### src/rtl/sc_game_field_pkg.sv
// Shared constants for the game-field block: state encoding, IDLE arrow
// artwork, obstacle LFSR tap mask and the obstacle column decoder.
package sc_game_field_pkg;

  localparam logic [1:0] ST_IDLE     = 2'b00;
  localparam logic [1:0] ST_PLAY     = 2'b01;
  localparam logic [1:0] ST_GAMEOVER = 2'b10;

  // Arrow shown while waiting for start; row 0 is the player row.
  localparam logic [7:0] IDLE_ROW7 = 8'h10;
  localparam logic [7:0] IDLE_ROW6 = 8'h38;
  localparam logic [7:0] IDLE_ROW5 = 8'h7C;
  localparam logic [7:0] IDLE_ROW4 = 8'h7C;
  localparam logic [7:0] IDLE_ROW3 = 8'h38;
  localparam logic [7:0] IDLE_ROW2 = 8'h10;
  localparam logic [7:0] IDLE_ROW1 = 8'h00;
  localparam logic [7:0] IDLE_ROW0 = 8'h10;

  // Fibonacci taps 8,6,5,4 (bits 7,5,4,3); maximal length, so a non-zero
  // seed never reaches the all-zero lock-up state.
  localparam logic [7:0] LFSR_TAPS = 8'hB8;

  // Column index to one-hot obstacle pattern.
  function automatic logic [7:0] oneHot8(input logic [2:0] idx);
    oneHot8 = 8'h01 << idx;
  endfunction

endpackage

### src/rtl/sc_edge_detect.sv
// Registered single-edge detector. Emits a one-cycle pulse one clock after
// the selected edge of `level`. History clears on reset so no edge is
// reported in the first cycle after reset.
module sc_edge_detect #(
  parameter bit FALLING = 1'b0
) (
  input  logic clock,
  input  logic reset,
  input  logic level,
  output logic pulse
);

  logic levelQ;
  logic pulseQ;

  // Track previous level and register the detected edge.
  always_ff @(posedge clock) begin
    if (reset) begin
      levelQ <= 1'b0;
      pulseQ <= 1'b0;
    end else begin
      levelQ <= level;
      pulseQ <= FALLING ? (levelQ & ~level) : (level & ~levelQ);
    end
  end

  assign pulse = pulseQ;

endmodule

### src/rtl/sc_game_field.sv
// Game-field register bank and play FSM for the 8x8 matrix. Holds the
// player row, the falling obstacle rows, the score and the obstacle LFSR,
// and decodes the eight displayed rows purely from registered state.
module sc_game_field
  import sc_game_field_pkg::*;
#(
  parameter int unsigned              DATAWIDTH_BUS = 8,
  parameter logic [7:0]               LFSR_SEED     = 8'hA5,
  parameter logic [DATAWIDTH_BUS-1:0] PLAYER_INIT   = 8'b0001_0000
) (
  input  logic                     SC_GAMEFIELD_CLOCK_50,
  input  logic                     SC_GAMEFIELD_RESET_InHigh,
  input  logic                     SC_GAMEFIELD_start_In,
  input  logic                     SC_GAMEFIELD_left_In,
  input  logic                     SC_GAMEFIELD_right_In,
  input  logic                     SC_GAMEFIELD_T0_InLow,
  output logic                     SC_GAMEFIELD_upcount_OutLow,
  output logic [DATAWIDTH_BUS-1:0] SC_GAMEFIELD_data7_OutBUS,
  output logic [DATAWIDTH_BUS-1:0] SC_GAMEFIELD_data6_OutBUS,
  output logic [DATAWIDTH_BUS-1:0] SC_GAMEFIELD_data5_OutBUS,
  output logic [DATAWIDTH_BUS-1:0] SC_GAMEFIELD_data4_OutBUS,
  output logic [DATAWIDTH_BUS-1:0] SC_GAMEFIELD_data3_OutBUS,
  output logic [DATAWIDTH_BUS-1:0] SC_GAMEFIELD_data2_OutBUS,
  output logic [DATAWIDTH_BUS-1:0] SC_GAMEFIELD_data1_OutBUS,
  output logic [DATAWIDTH_BUS-1:0] SC_GAMEFIELD_data0_OutBUS,
  output logic [7:0]               SC_GAMEFIELD_score_OutBUS,
  output logic [1:0]               SC_GAMEFIELD_state_OutBUS,
  output logic                     SC_GAMEFIELD_gameover_Out
);

  localparam int unsigned NumRows = 8;

  logic clock;
  logic reset;
  assign clock = SC_GAMEFIELD_CLOCK_50;
  assign reset = SC_GAMEFIELD_RESET_InHigh;

  // ---------------------------------------------------------------------------
  // Input edge detection
  // ---------------------------------------------------------------------------
  logic startRise;
  logic leftRise;
  logic rightRise;
  logic tick;

  sc_edge_detect #(.FALLING(1'b0)) uStartEdge (
    .clock (clock),
    .reset (reset),
    .level (SC_GAMEFIELD_start_In),
    .pulse (startRise)
  );

  sc_edge_detect #(.FALLING(1'b0)) uLeftEdge (
    .clock (clock),
    .reset (reset),
    .level (SC_GAMEFIELD_left_In),
    .pulse (leftRise)
  );

  sc_edge_detect #(.FALLING(1'b0)) uRightEdge (
    .clock (clock),
    .reset (reset),
    .level (SC_GAMEFIELD_right_In),
    .pulse (rightRise)
  );

  // Tick is active-low; a held-low level yields a single tick.
  sc_edge_detect #(.FALLING(1'b1)) uTickEdge (
    .clock (clock),
    .reset (reset),
    .level (SC_GAMEFIELD_T0_InLow),
    .pulse (tick)
  );

  // ---------------------------------------------------------------------------
  // State
  // ---------------------------------------------------------------------------
  logic [1:0]               stateQ,   stateD;
  logic [DATAWIDTH_BUS-1:0] playerQ,  playerD;
  logic [DATAWIDTH_BUS-1:0] obsQ [NumRows];
  logic [DATAWIDTH_BUS-1:0] obsD [NumRows];
  logic [7:0]               scoreQ,   scoreD;
  logic [7:0]               lfsrQ,    lfsrD;
  // High when the next applied tick is an odd-numbered one (spawns a block).
  logic                     oddTickQ, oddTickD;

  logic collision;
  assign collision = |(playerQ & obsQ[0]);

  // Next-state logic for FSM, player, obstacle rows, score and LFSR.
  always_comb begin
    stateD   = stateQ;
    playerD  = playerQ;
    scoreD   = scoreQ;
    oddTickD = oddTickQ;
    for (int k = 0; k < NumRows; k++) begin
      obsD[k] = obsQ[k];
    end
    lfsrD = {lfsrQ[6:0], ^(lfsrQ & LFSR_TAPS)};

    case (stateQ)
      ST_IDLE: begin
        if (startRise) begin
          stateD   = ST_PLAY;
          playerD  = PLAYER_INIT;
          scoreD   = 8'h00;
          oddTickD = 1'b1;
          for (int k = 0; k < NumRows; k++) begin
            obsD[k] = '0;
          end
        end
      end

      ST_PLAY: begin
        if (collision) begin
          // Freeze the field exactly as it was when the hit happened.
          stateD = ST_GAMEOVER;
        end else begin
          if (leftRise && !rightRise && !playerQ[DATAWIDTH_BUS-1]) begin
            playerD = playerQ << 1;
          end else if (rightRise && !leftRise && !playerQ[0]) begin
            playerD = playerQ >> 1;
          end

          if (tick) begin
            for (int k = 0; k < NumRows - 1; k++) begin
              obsD[k] = obsQ[k+1];
            end
            obsD[NumRows-1] = oddTickQ ? DATAWIDTH_BUS'(oneHot8(lfsrQ[2:0])) : '0;
            oddTickD        = ~oddTickQ;
            scoreD          = (scoreQ == 8'hFF) ? scoreQ : scoreQ + 8'd1;
          end
        end
      end

      ST_GAMEOVER: begin
        if (startRise) begin
          stateD = ST_IDLE;
        end
      end

      default: begin
        stateD = ST_IDLE;
      end
    endcase
  end

  // State registers with synchronous reset.
  always_ff @(posedge clock) begin
    if (reset) begin
      stateQ   <= ST_IDLE;
      playerQ  <= PLAYER_INIT;
      scoreQ   <= 8'h00;
      lfsrQ    <= LFSR_SEED;
      oddTickQ <= 1'b1;
      for (int k = 0; k < NumRows; k++) begin
        obsQ[k] <= '0;
      end
    end else begin
      stateQ   <= stateD;
      playerQ  <= playerD;
      scoreQ   <= scoreD;
      lfsrQ    <= lfsrD;
      oddTickQ <= oddTickD;
      for (int k = 0; k < NumRows; k++) begin
        obsQ[k] <= obsD[k];
      end
    end
  end

  // ---------------------------------------------------------------------------
  // Output decode (registered state only)
  // ---------------------------------------------------------------------------
  logic [DATAWIDTH_BUS-1:0] rowOut [NumRows];

  // Arrow artwork in IDLE, live or frozen field otherwise.
  always_comb begin
    for (int k = 0; k < NumRows; k++) begin
      rowOut[k] = obsQ[k];
    end
    if (stateQ == ST_IDLE) begin
      rowOut[7] = DATAWIDTH_BUS'(IDLE_ROW7);
      rowOut[6] = DATAWIDTH_BUS'(IDLE_ROW6);
      rowOut[5] = DATAWIDTH_BUS'(IDLE_ROW5);
      rowOut[4] = DATAWIDTH_BUS'(IDLE_ROW4);
      rowOut[3] = DATAWIDTH_BUS'(IDLE_ROW3);
      rowOut[2] = DATAWIDTH_BUS'(IDLE_ROW2);
      rowOut[1] = DATAWIDTH_BUS'(IDLE_ROW1);
      rowOut[0] = DATAWIDTH_BUS'(IDLE_ROW0);
    end else begin
      rowOut[0] = playerQ | obsQ[0];
    end
  end

  assign SC_GAMEFIELD_data7_OutBUS   = rowOut[7];
  assign SC_GAMEFIELD_data6_OutBUS   = rowOut[6];
  assign SC_GAMEFIELD_data5_OutBUS   = rowOut[5];
  assign SC_GAMEFIELD_data4_OutBUS   = rowOut[4];
  assign SC_GAMEFIELD_data3_OutBUS   = rowOut[3];
  assign SC_GAMEFIELD_data2_OutBUS   = rowOut[2];
  assign SC_GAMEFIELD_data1_OutBUS   = rowOut[1];
  assign SC_GAMEFIELD_data0_OutBUS   = rowOut[0];
  assign SC_GAMEFIELD_score_OutBUS   = scoreQ;
  assign SC_GAMEFIELD_state_OutBUS   = stateQ;
  assign SC_GAMEFIELD_gameover_Out   = (stateQ == ST_GAMEOVER);
  assign SC_GAMEFIELD_upcount_OutLow = (stateQ != ST_PLAY);

endmodule

### config.mk
export PLATFORM = sky130hd
export DESIGN_NAME = sc_game_field
export DESIGN_NICKNAME = d
export VERILOG_FILES = /design/src/rtl/sc_game_field_pkg.sv /design/src/rtl/sc_edge_detect.sv /design/src/rtl/sc_game_field.sv
export SDC_FILE = /design/constraint.sdc
export NUM_CORES = 1
export LEC_CHECK = 0
export BUFFER_PORTS_ARGS = -buffer_cell sky130_fd_sc_hd__buf_2
export CORE_UTILIZATION = 45
export DETAILED_ROUTE_END_ITERATION = 10
export PLACE_DENSITY = 0.69
export SYNTH_ARGS = -nofsm -noshare
export SYNTH_HDL_FRONTEND = slang
export SYNTH_SLANG_ARGS = --single-unit
### constraint.sdc
create_clock -name SC_GAMEFIELD_CLOCK_50 -period 1.7 [get_ports SC_GAMEFIELD_CLOCK_50]
set_clock_uncertainty 0.05 [all_clocks]
set_input_delay 0.34 -clock SC_GAMEFIELD_CLOCK_50 [delete_from_list [all_inputs] [get_ports SC_GAMEFIELD_CLOCK_50]]
set_output_delay 0.34 -clock SC_GAMEFIELD_CLOCK_50 [all_outputs]
set_load 0.05 [all_outputs]
Yosys cells after proc, flatten, opt, wreduce, memory -nomap -nowiden:

Memories as Yosys holds them, arrays and structs flattened.
Cells that the tools add are included.

* add/sub/neg operators: 1
* $mul: 0
* divide/modulo/power cells: 0
* magnitude comparators: 0
* eq/ne operators: 11
* shift operators: 1
* multiplexer cells: 36
* bitwise operators: 19
* reduce and logical (&&, ||, !) cells: 16

Operators by type and width (number)
* 64-bit two-way mux: 3
* 8-bit two-way mux: 18
* 64-bit one-hot mux with 2 select lines: 1
* 56-bit two-way mux: 1
* 8-bit one-hot mux with 2 select lines: 2
* 8-bit by 1-bit adder with 8-bit output (second input constant): 1
* 8-bit bitwise AND: 1
* 8-bit equality test (second input constant): 1
* 2-bit by 1-bit inequality test with 1-bit output (second input constant): 4
* 1-bit OR: 8
* 8-bit OR: 1
* 4-bit AND reduction: 2
* 8-bit OR reduction: 1
* 8-bit XOR reduction: 1
* 1-bit by 3-bit << shifter with 8-bit output (first input constant): 1
* 1-bit two-way mux: 6
* 2-bit two-way mux: 3
* 2-bit inequality test (second input constant): 3
* 2-bit one-hot mux with 3 select lines: 1
* 1-bit NOT: 5
* 5-bit AND reduction: 1
* 1-bit bitwise AND: 4
* 1-bit logical AND: 4
* 1-bit zero test: 4
* other kinds (7): 7

* register bits: 35
* bits in latches: 0
* RAM bits: 64
* ROM bits: 0
* input bits: 6
* output and inout bits: 76
* memories: 1

Memory list
* obsQ: depth 8, width 8, rd ports 8, clocked after memory_dff 0, wr ports 8, RTL line sc_game_field.sv:80 `logic [DATAWIDTH_BUS-1:0] obsQ [NumRows];`

Depth between registers and ports, before layout:

Gate-level depths: netlist of the first run.

* depth in word-level cells: 7
* depth in mapped cells: 8
* gate-level depth less buffers: 6

Hierarchy:

From an unflattened synthesis of the first run, not the netlist that was laid out.

* cells, all modules: 410
* area, all modules: 3993.8 µm²

By module, submodules not included
* sc_game_field: instances 1, cells each 394, area an instance 3758.6 µm², seq. area each 1821.7 µm²
* sc_edge_detect: instances 4, cells each 4, area an instance 58.8 µm², seq. area each 40.0 µm²

Least setup slack after synthesis of the first run:

No wires, ideal clock.

* path type: reg2out
* start point: register stateQ[0], in the netlist SC_GAMEFIELD_state_OutBUS[0]
* end point: output SC_GAMEFIELD_data1_OutBUS[0]
* arrival: 2.086 ns
* setup slack: -0.776 ns
* cell stages (with the launch flop): 6
* buffers on the path: 3
* path through: dfxtp_1 -> buf_2 -> nor2_1 -> clkbuf_1 -> clkbuf_1 -> nor2b_1

* longest elaborated chain between the ends: 2

Ends and longest elaborated chain
* start: declaration: RTL line sc_game_field.sv:78 `logic [1:0] stateQ, stateD;`
* start signal: assignment: RTL line sc_game_field.sv:160 `stateQ <= stateD;`
* 2-bit zero test: RTL line sc_game_field.sv:181 `if (stateQ == ST_IDLE) begin`
* 56-bit two-way mux: RTL line sc_game_field.sv:181
* end: declaration: RTL line sc_game_field.sv:24 `output logic [DATAWIDTH_BUS-1:0] SC_GAMEFIELD_data1_OutBUS,`

Every way passes these cells.

Worst setup path after layout of the first run:

* start point: register stateQ[0], in the netlist SC_GAMEFIELD_state_OutBUS[0]
* end point: output SC_GAMEFIELD_data6_OutBUS[3]

* longest elaborated chain between the ends: 2

Ends and longest elaborated chain
* 2-bit zero test: RTL line sc_game_field.sv:181
* 56-bit two-way mux: RTL line sc_game_field.sv:181
* end: declaration: RTL line sc_game_field.sv:19 `output logic [DATAWIDTH_BUS-1:0] SC_GAMEFIELD_data6_OutBUS,`

Every way passes these cells.

==> reports/qor.yml, run 1 <==
critical_path:
  endpoint_kind: "primary output"
  critPathKind: "flop to primary output"
  r2r_end: "SC_GAMEFIELD_score_OutBUS[3]"
  start_kind: "flop"
  r2r_cells: 6
  required_ns: 1.31
  cp_max_fo: 8
  crit_arrival_ns: 1.59
  regToRegSetupSlack_ns: -0.01
  r2r-start: "playerQ[2]"
place:
  numPlacedInstances: 657
  gp_congestion: 0.905
  place_ws_ns: 0.0152
  portBuffers: 81
  post_dp_cell_area_mm2: 0.00544
  dp_hpwl_um: 7160
sta:
  finalSetupViolations: 65
  period_share: 1.16
  final_max_slew_viol_count: 0
  rsz0062_at_grt: "true"
  slew_headroom: 0.766
  fin_crit_ns: 1.98
  layout_setup_ws_ns: -0.277
  tightest_slew_ns: 0.349
  timing.final.hold_violations: 0
  clock.fmax_mhz: 506
routing:
  wirelength_um: 11600
  drt_iter0_markers: 186
  wl_per_cell_um: 16.9
  vias: 3806
  antenna_left: 0
  dr.pass1.iters: 5
  drc: 0
  avgViaCountPerCell: 5.54
synthesis:
  synth_edf_count: 0
  ys_seq_area_frac: 0.466
  syn_nets: 463
  ys_types: 54
  syn-cell-area_mm2: 0.00425
  yosysWarnings: 0
  yosysTopAreaCellShare: 0.466
  synth_flop_cell: "dfxtp_1"
  syn_avg_cell_area_um2: 9.33
  synthTopCellsByArea: "dfxtp_1 47%, nor2b_1 7.4%, a22o_1 6.0%"
  syn_inst: 456
  yosysTopAreaCell: "dfxtp_1"
  ys_async_sr_fraction: 0
  synth-seq-cells: 99
cts:
  cts_made_buffers: 9
  cts_buffer_depth: 2
  clk_pin_slew_ns: 0.09
  clock_latency_ns: 0.38
  cts_tree: "done"
  ctsHoldBuffers: 0
  cts.sinks: 99
  htree_levels: 3
  root_buffer: "clkbuf_8"
cells_and_area:
  design_area_mm2: 0.00649
  stdcell_count: 687
  fillerInstances: 641
  diodes: 0
  final_cell_mix: "94 x dfxtp_1, 47 x buf_6, 37 x nor2b_4, 34 x buf_4, 29 x a22o_1"
  nets: 578
  area_delta_synth_final_pct: 52.5
  final_common_cell: "dfxtp_1"
  drive_above_1_share: 0.448
  postLayoutCoreUtil: 0.705
outcome:
  violations: "negative setup slack"
  status: "complete, but fails checks"
worst_hold_path:
  min_to: "uTickEdge.pulse"
  hold_depth: 2
  hold_path.startpoint: "SC_GAMEFIELD_T0_InLow"
  hold_path_class: "input port to flop"
global_routing:
  globalRouteTotalUtil: 0.235
  grt_pass1_wl_um: 18400
  grt_max_degree: 72
  gr-total-overflow: 0
  grt_antenna_before_repair: 0
  first_global_vias: 3626
die:
  io_pins: 82
  rows: 35
  die_h_um: 99.2
  core_area_mm2: 0.00920
  die_w_um: 99.2
  start_util: 0.462
  dieArea_mm2: 0.00984
run:
  drv_cap: 0
power_and_ir_drop:
  power_density_mw_per_mm2: 704
  peakVddDrop_mv: 0.349
  leakage_nw: 2.45
==> worst max-delay path, stage by stage (launching register included) <==
cell and delay [ns]:
dfxtp_4 0.38, nor2_4 0.05, buf_12 0.12, buf_12 0.13
buf_16 0.14, or2_4 0.24, buf_8 0.15
==> cell usage after synthesis (all sizes together), types with 2 or more instances <==
master and number:
o41ai 3, nand3b 18, nor3 6, nand2 17
a22oi 5, a311oi 2, nand4 5, nor2 30
clkbuf 16, or2 21, mux2 4, nor3b 3
and3 2, dfxtp 99, o21ai 31, buf 16
nor2b 50, a21oi 7, inv 3, o211ai 3
nand3 28, nand2b 25, mux2i 3, xor2 2
a22o 29, o31ai 12
==> registers in the layout, summed over array words and instances (netlist names) <==
name and count:
SC_GAMEFIELD_score_OutBUS 8, SC_GAMEFIELD_state_OutBUS 2, lfsrQ 8, obsQ 64, oddTickQ 1, playerQ 8, uLeftEdge.levelQ 1, uLeftEdge.pulse 1
uRightEdge.levelQ 1, uRightEdge.pulse 1, uStartEdge.levelQ 1, uStartEdge.pulse 1, uTickEdge.levelQ 1, uTickEdge.pulse 1
==> cell families after synthesis <==
group	after synthesis	synth area share
simple gates	212	0.292
compound gates	99	0.174
flops	99	0.466
buf+inv	35	0.0409
mux	7	0.0177
xor+xnor	3	0.00618
fa+ha+maj	1	0.00294
==> final cells by class <==
| type | count | area (um2) | share of cell area |
|---|---|---|---|
| Clock buffer | 10 | 128 | 0.0197 |
| Clock inverter | 6 | 60.1 | 0.00926 |
| Inverter | 3 | 13.8 | 0.00212 |
| Multi-Input combinational cell | 322 | 2600 | 0.401 |
| Sequential cell | 99 | 1990 | 0.307 |
| Tap cell | 111 | 139 | 0.0214 |
| Timing Repair Buffer | 136 | 1550 | 0.239 |
==> timing repair <==
| action | 4_1_cts | 5_1_grt |
|---|---|---|
| resized for setup | 137 | 57 |
| buffers inserted | 8 | 5 |
| pin swaps | 5 | 9 |
| cloned | 4 | 2 |
| setup endpoints to repair | 69 | 95 |
==> how the worst max path moves through the flow <==
stage | from | endpoint | cells after the start
2_1_floorplan | SC_GAMEFIELD_state_OutBUS[0] | SC_GAMEFIELD_data5_OutBUS[2] | 5
3_5_place_dp | obsQ[0][4] | SC_GAMEFIELD_score_OutBUS[3] | 6
5_1_grt | SC_GAMEFIELD_state_OutBUS[1] | SC_GAMEFIELD_data6_OutBUS[3] | 6
3_3_place_gp | obsQ[0][4] | SC_GAMEFIELD_score_OutBUS[3] | 6
4_1_cts | SC_GAMEFIELD_state_OutBUS[0] | SC_GAMEFIELD_data4_OutBUS[6] | 6
6_report | SC_GAMEFIELD_state_OutBUS[0] | SC_GAMEFIELD_data6_OutBUS[3] | 6
==> layer usage <==
metal / vias up / GRT usage / routed length (um)
met5: - / 0 / 0
met4: 0 / 0.101 / 240
met3: 20 / 0.0316 / 382
met2: 112 / 0.386 / 5820
met1: 1830 / 0.312 / 5190
li1: 1844 / - / -
==> per-stage QoR <==
stage | total power (W) | hold WS, ns | TNS [ns]
2_1_floorplan | 0.00287 | 0.317 | -0.159
3_3_place_gp | 0.00297 | 0.323 | 0
3_5_place_dp | 0.00297 | 0.326 | 0
4_1_cts | 0.00454 | 0.0845 | -12.29
5_1_grt | 0.00474 | 0.0818 | -14.64
6_report | 0.00457 | 0.0945 | -11.81
==> power by group <==
part           internal (W)  switching (W)  leakage [nW]  total, W
Sequential          0.00235      0.0000299         0.805   0.00238
Clock              0.000564       0.000882        0.0942   0.00145
Combinational      0.000337       0.000408          1.55  0.000745
Total               0.00325        0.00132          2.45   0.00457
(Power assumes the default switching activity.)
==> run 2, diff against run 1 <==
--- a/config.mk
+++ b/config.mk
@@ -5,7 +5,7 @@
 export SDC_FILE = /design/constraint.sdc
 export NUM_CORES = 1
 export LEC_CHECK = 0
-export BUFFER_PORTS_ARGS = -buffer_cell sky130_fd_sc_hd__buf_2
+export BUFFER_PORTS_ARGS = -buffer_cell sky130_fd_sc_hd__clkbuf_2
 export CORE_UTILIZATION = 45
 export DETAILED_ROUTE_END_ITERATION = 10
 export PLACE_DENSITY = 0.69
==> run 2 against run 1 <==
Net effect:
- the flow still finishes with violations (negative setup slack)
- worst hold slack got worse by 0.0014 ns
- via count increased by 16%
- flip-flop and latch count unchanged
- sequential share of layout area decreased by 3.7 points
- clock-buffer cell count unchanged
- power increased by 5.8%
==> reports/qor.yml, run 2 (synthesis results as in run 1) <==
power_and_ir_drop:
  leakage_nw: 2.85  # +16%
  peakVddDrop_mv: 0.466  # +33%
  comb_power_share: 0.193  # +0.030
  seq_power_share: 0.493  # -0.027
  clockPowerShare: 0.314  # -0.003
  p_int_w: 0.00340  # +4.5%
  power_density_mw_per_mm2: 653  # -7.2%
  swShare: 0.297  # +0.00816
  power_switching_w: 0.00144  # +8.7%
routing:
  drt_iter0_markers: 237  # +27%
  drc: 0  # unchanged
  antenna_left: 0  # unchanged
  avgViaCountPerCell: 6.08  # +9.7%
  wl_per_cell_um: 21.6  # +27%
  vias: 4402  # +16%
  dr.pass1.iters: 6  # +1
  wirelength_um: 15600  # +34%
place:
  gp_congestion: 0.806  # -11%
  post_dp_cell_area_mm2: 0.00549  # +0.87%
  dp_hpwl_um: 6750  # -5.7%
  portBuffers: 81  # unchanged
sta:
  clock.fmax_mhz: 508  # +0.50%
  period_share: 1.16  # -0.00575
  fin_crit_ns: 1.97  # -0.00978 ns
  whs_ns: 0.0931  # -0.00144 ns
  tightest_slew_ns: 0.570  # +0.221 ns
  timing.final.hold_violations: 0  # unchanged
  tns_ns: -21.92  # -10.11 ns
  slew_headroom: 0.610  # -0.156
  rsz0062_at_grt: "true"
  layout_setup_ws_ns: -0.267  # +0.00978 ns
  final_max_slew_viol_count: 0  # unchanged
  finalSetupViolations: 145  # +120%
global_routing:
  gr-total-overflow: 0  # unchanged
  grt_pass1_wl_um: 18100  # -1.5%
  globalRouteTotalUtil: 0.232  # -0.00320
  first_global_vias: 3633  # +0.19%
  grt_antenna_before_repair: 0  # unchanged
  grt_max_degree: 72  # unchanged
cts:
  root_buffer: "clkbuf_8"
  htree_levels: 3  # unchanged
  cts.sinks: 99  # unchanged
  clk_pin_slew_ns: 0.10  # about the same
  cts_tree: "done"
  ctsHoldBuffers: 0  # unchanged
  clock_latency_ns: 0.38  # about the same
  cts_made_buffers: 9  # unchanged
  cts_buffer_depth: 2  # unchanged
cells_and_area:
  nets: 615  # +6.4%
  final_cell_mix: "90 x dfxtp_1, 47 x buf_8, 42 x buf_4, 38 x nor2b_4"
  area_delta_synth_final_pct: 73.9
  design_area_mm2: 0.00739  # +14%
  diodes: 0  # unchanged
  max_flop_register: "obsQ"
  final_common_cell: "dfxtp_1"
  drive_above_1_share: 0.533  # +0.0855
  largest_reg_flops: 64  # unchanged
critical_path:
  required_ns: 1.94  # +0.63 ns
  start_kind: "flop"
  crit_arrival_ns: 2.21  # +0.62 ns
  slowest_delay_ns: 0.37  # about the same
  endpoint_kind: "flop"
  cp.buffers_inverters: 4  # unchanged
  cp_max_fo: 5  # -3
  crit_family: "buffers and inverters"
  cpMaxStageDelayCell: "dfxtp_4"
  critPathKind: "flop to flop"
  crit_chain: "buf_4 > and2b_2 > buf_12 > nand2_8 > o21ai_4 > buf_6 > clkbuf_16 > nand3_1 > o21ai_1"
outcome:
  status: "complete, but fails checks"
  violations: "negative setup slack"
die:
  rows: 35  # unchanged
  die_w_um: 99.2  # unchanged
  dieArea_mm2: 0.00984  # unchanged
  io_pins: 82  # unchanged
  die_h_um: 99.2  # unchanged
  core_area_mm2: 0.00920  # unchanged
  start_util: 0.462  # unchanged
worst_hold_path:
  hold_path_class: "input port to flop"
run:
  drv_cap: 0  # unchanged
## run 2: cell count changes in the layout (fill, tap and decap cells not counted), moves of 5 or more
cell | before | now
o21ai_1 | 7 | 18
o31ai_2 | 3 | 8
buf_4 | 34 | 42
clkbuf_2 | 0 | 15
nand3_2 | 0 | 11
o21ai_0 | 18 | 3
buf_2 | 17 | 0
buf_6 | 47 | 29
clkbuf_8 | 9 | 15
o31ai_1 | 8 | 3
nand3_1 | 28 | 14
buf_8 | 20 | 47
clkbuf_16 | 2 | 13
## run 2: power groups by stage
stage / combinational [W] / sequential, W / clock [W]
floorplan: 0.000440 / 0.00243 / 0
global placement: 0.000554 / 0.00243 / 0
detailed placement: 0.000560 / 0.00243 / 0
CTS: 0.000710 / 0.00237 / 0.00149
global route: 0.000965 / 0.00239 / 0.00162
finish: 0.000934 / 0.00238 / 0.00152
## run 2: metal layers
layer / wire length [um] / track usage / vias up
met3: 981 / 0.0316 / 65
met2: 7800 / 0.401 / 255
li1: - / - / 1926
met1: 6220 / 0.296 / 2156
met4: 615 / 0.0837 / 0
met5: 0 / 0 / -
## run 2: layout make-up
class	instances	area, um2
multi-input cells	324	2820
repair buffers	171	2230
flip-flops and latches	99	2000
fillers	464	1800
well taps	111	139
clock buffers	10	138
clock inverters	6	58.8
inverters	3	18.8
## run 2: final timing paths
kind / cells after the start / to / slack (ns) / from
setup / recovery: 9 / obsQ[0][7] / -0.27 / SC_GAMEFIELD_state_OutBUS[1]
hold / removal: 2 / uTickEdge.pulse / 0.09 / SC_GAMEFIELD_T0_InLow
setup reg to reg: 9 / obsQ[0][7] / -0.27 / SC_GAMEFIELD_state_OutBUS[1]
hold reg to reg: 1 / uLeftEdge.pulse / 0.33 / uLeftEdge.levelQ
## run 2: per-stage QoR
stage          utilization  std cells  total power (W)  setup WS, ns
6_report             0.804        724          0.00483        -0.267
3_3_place_gp         0.597        655          0.00298        0.0523
4_1_cts              0.704        687          0.00458        -0.272
2_1_floorplan            -        456          0.00287       -0.0134
5_1_grt              0.804        724          0.00497        -0.296
3_5_place_dp         0.597        655          0.00299       -0.0289
## run 2: repair_timing
item,in CTS,in global routing
pin swaps,18,34
endpoints found under the setup margin,70,140
buffers inserted,14,20
gates resized for setup,141,157
cloned,3,18
==> run 3, diff against run 2 <==
--- a/config.mk
+++ b/config.mk
@@ -11,4 +11,5 @@
 export PLACE_DENSITY = 0.69
 export SYNTH_ARGS = -nofsm -noshare
 export SYNTH_HDL_FRONTEND = slang
+export SYNTH_HIERARCHICAL = 1
 export SYNTH_SLANG_ARGS = --single-unit
==> run 3 against run 2 <==
Net effect:
- the flow still finishes with violations (negative setup slack)
- non-clock buffer count decreased by 2
- highest routed layer unchanged
- via count decreased by 7.1%
- largest power group unchanged
- worst setup slack improved by 0.018 ns
- first-iteration DRC count increased by 38%
- largest cell class unchanged
==> reports/qor.yml, run 3 <==
cells_and_area:
  fillerInstances: 460  # -0.86%
  nets: 569  # -7.5%
  diodes: 0  # unchanged
  final_cell_mix: "88 x dfxtp_1, 56 x a22o_1, 45 x buf_4, 28 x clkbuf_8, 26 x nor2b_4"
  drive_above_1_share: 0.544  # +0.0107
  postLayoutCoreUtil: 0.798  # -0.00634
  design_area_mm2: 0.00689  # -6.8%
  largest_reg_flops: 64  # unchanged
  multi_input_area_mm2: 0.00242  # -14%
  final_common_cell: "dfxtp_1"
  max_flop_register: "obsQ"
  seq_area_mm2: 0.00201  # +0.38%
  area_delta_synth_final_pct: 72.5
power_and_ir_drop:
  power_switching_w: 0.00131  # -8.7%
  leakage_nw: 2.72  # -4.5%
  seq_power_share: 0.519  # +0.026
  p_int_w: 0.00325  # -4.2%
  clockPowerShare: 0.305  # -0.009
  peakVddDrop_mv: 0.508  # +9.0%
  comb_power_share: 0.175  # -0.018
  power_density_mw_per_mm2: 662  # +1.4%
  swShare: 0.287  # -0.00992
synthesis:
  ys_async_sr_fraction: 0  # unchanged
  syn-cell-area_mm2: 0.00399  # -6.1%
  synth_edf_count: 0  # unchanged
  syn_inst: 410  # -10%
  synth_most_common_cell: "dfxtp_1"
  syn_nets: 417  # -9.9%
  synthTopCellsByArea: "dfxtp_1 50%, a22o_1 12%, nor2b_1 7.5%"
  yosysTopAreaCellShare: 0.496  # +0.0302
  syn_avg_cell_area_um2: 9.74  # +4.4%
  ys_types: 47  # -13%
  synthTopCellsByCount: "99 x dfxtp_1, 56 x a22o_1, 48 x nor2b_1"
  synth-seq-cells: 99  # unchanged
  yosysTopAreaCell: "dfxtp_1"
  yosysWarnings: 6  # +6
  synth_flop_cell: "dfxtp_1"
  ys_seq_area_frac: 0.496  # +0.0302
die:
  rows: 34  # -2.9%
  start_util: 0.462  # about the same
  die_w_um: 96.2  # -3.0%
  io_pins: 82  # unchanged
  core_area_mm2: 0.00864  # -6.1%
  dieArea_mm2: 0.00926  # -6.0%
  die_h_um: 96.2  # -3.0%
sta:
  finalSetupViolations: 126  # -13%
  rsz0062_at_grt: "true"
  slew_headroom: 0.720  # +0.110
  period_share: 1.15  # -0.0104
  tightest_slew_ns: 0.420  # -0.151 ns
  tns_ns: -12.41  # +9.51 ns
  layout_setup_ws_ns: -0.249  # +0.0177 ns
  fin_crit_ns: 1.95  # -0.0177 ns
  whs_ns: 0.103  # +0.00956 ns
  clock.fmax_mhz: 513  # +0.91%
  final_max_slew_viol_count: 0  # unchanged
  timing.final.hold_violations: 0  # unchanged
routing:
  antenna_left: 0  # unchanged
  wl_per_cell_um: 22.5  # +4.1%
  dr.pass1.iters: 5  # -1
  wirelength_um: 15100  # -3.1%
  vias: 4091  # -7.1%
  avgViaCountPerCell: 6.07  # -0.17%
  drt_iter0_markers: 326  # +38%
  drc: 0  # unchanged
outcome:
  violations: "negative setup slack"
  status: "complete, but fails checks"
cts:
  clk_pin_slew_ns: 0.11  # about the same
  clock_latency_ns: 0.37  # about the same
  cts_made_buffers: 9  # unchanged
  cts_buffer_depth: 2  # unchanged
  htree_levels: 3  # unchanged
  root_buffer: "clkbuf_8"
  cts_tree: "done"
  cts.sinks: 99  # unchanged
critical_path:
  endpoint_kind: "flop"
  crit_arrival_ns: 2.18  # -0.03 ns
  start_kind: "flop"
  cp_max_fo: 8  # +3
  critPathKind: "flop to flop"
  required_ns: 1.93  # about the same
global_routing:
  first_global_vias: 3681  # +1.3%
  grt_max_degree: 33  # -54%
  grt_antenna_before_repair: 0  # unchanged
  gr-total-overflow: 0  # unchanged
  globalRouteTotalUtil: 0.276  # +0.0442
  grt_pass1_wl_um: 19200  # +6.0%
place:
  dp_hpwl_um: 7210  # +6.9%
  portBuffers: 81  # unchanged
  gp_congestion: 0.868  # +7.7%
  post_dp_cell_area_mm2: 0.00548  # about the same
  place_ws_ns: -0.106  # -0.0772 ns
worst_hold_path:
  hold_path_class: "input port to flop"
run:
  drv_cap: 0  # unchanged
-- run 3: cell count changes after synthesis, sizes merged, moves of 4 or more --
cell,delta
nor2,-9
or4,+7
nand2,+10
nand3b,-17
a22o,+27
nand4,-4
nor3b,+4
o211ai,+9
or2,+4
nand2b,-22
o31ai,-9
nand3,-15
o21ai,-18
-- run 3: cells by family (layout without fill, tap and decap cells) --
family | Yosys count | in the layout | share of synthesized area
simple gates | 159 | 159 | 0.228
buf+inv | 33 | 189 | 0.0341
flops | 99 | 99 | 0.496
fa+ha+maj | 1 | 1 | 0.00313
xor+xnor | 3 | 3 | 0.00658
mux | 5 | 5 | 0.0138
compound gates | 110 | 110 | 0.218
-- run 3: cell type report --
class,count,area share
clock buffer,9,0.0180
clock inverter,6,0.00599
inverter,5,0.00309
multi-input combinational,278,0.351
sequential,99,0.291
tap,108,0.0196
timing repair buffer,169,0.311
-- run 3: path summary, 6_finish.rpt --
kind                                                   start               end  slack [ns]  depth (start not counted)
worst min-delay path                   SC_GAMEFIELD_T0_InLow   uTickEdge/pulse        0.10                          2
worst max-delay path            SC_GAMEFIELD_state_OutBUS[1]       obsQ[0][22]       -0.25                          9
worst min register to register             uRightEdge/levelQ  uRightEdge/pulse        0.36                          1
worst max register to register  SC_GAMEFIELD_state_OutBUS[1]       obsQ[0][22]       -0.25                          9
-- run 3: critical path, stage by stage (launching register included) --
cell and delay, ns:
dfxtp_4 0.36, buf_4 0.16, nor2b_4 0.12, buf_6 0.13
buf_6 0.12, o21ai_4 0.07, a21oi_4 0.29, buf_6 0.17
buf_16 0.12, a22o_1 0.28
-- run 3: power by group through the flow --
stage,clock network (W),logic [W],registers (W)
after floorplan,0,0.000341,0.00242
after global placement,0,0.000564,0.00242
after detailed placement,0,0.000570,0.00242
after CTS,0.00136,0.000708,0.00237
after global routing,0.00150,0.000829,0.00238
final,0.00139,0.000799,0.00237
-- run 3: what timing repair did --
action                     4_1_cts  5_1_grt
setup endpoints to repair      130      144
pin swaps                       17       47
hold buffers                     0        0
gates resized for setup        123       58
setup buffers                   11       10
hold endpoints to repair         0        0
cloned                           7       10
-- run 3: routing by layer --
metal  wire [um]  vias to the layer above  track usage  part of all wire
li1            -                     1792            -                 -
met1        5840                     1997        0.342              0.39
met2        7590                      247        0.468              0.50
met3        1120                       55       0.0545             0.074
met4         584                        0        0.111             0.039
met5           0                        -            0                 0
-- run 3: metrics by stage --
step	std cells	power, W
global route	674	0.00471
CTS	656	0.00443
detailed placement	623	0.00299
global placement	623	0.00299
floorplan	410	0.00276
finish	674	0.00456
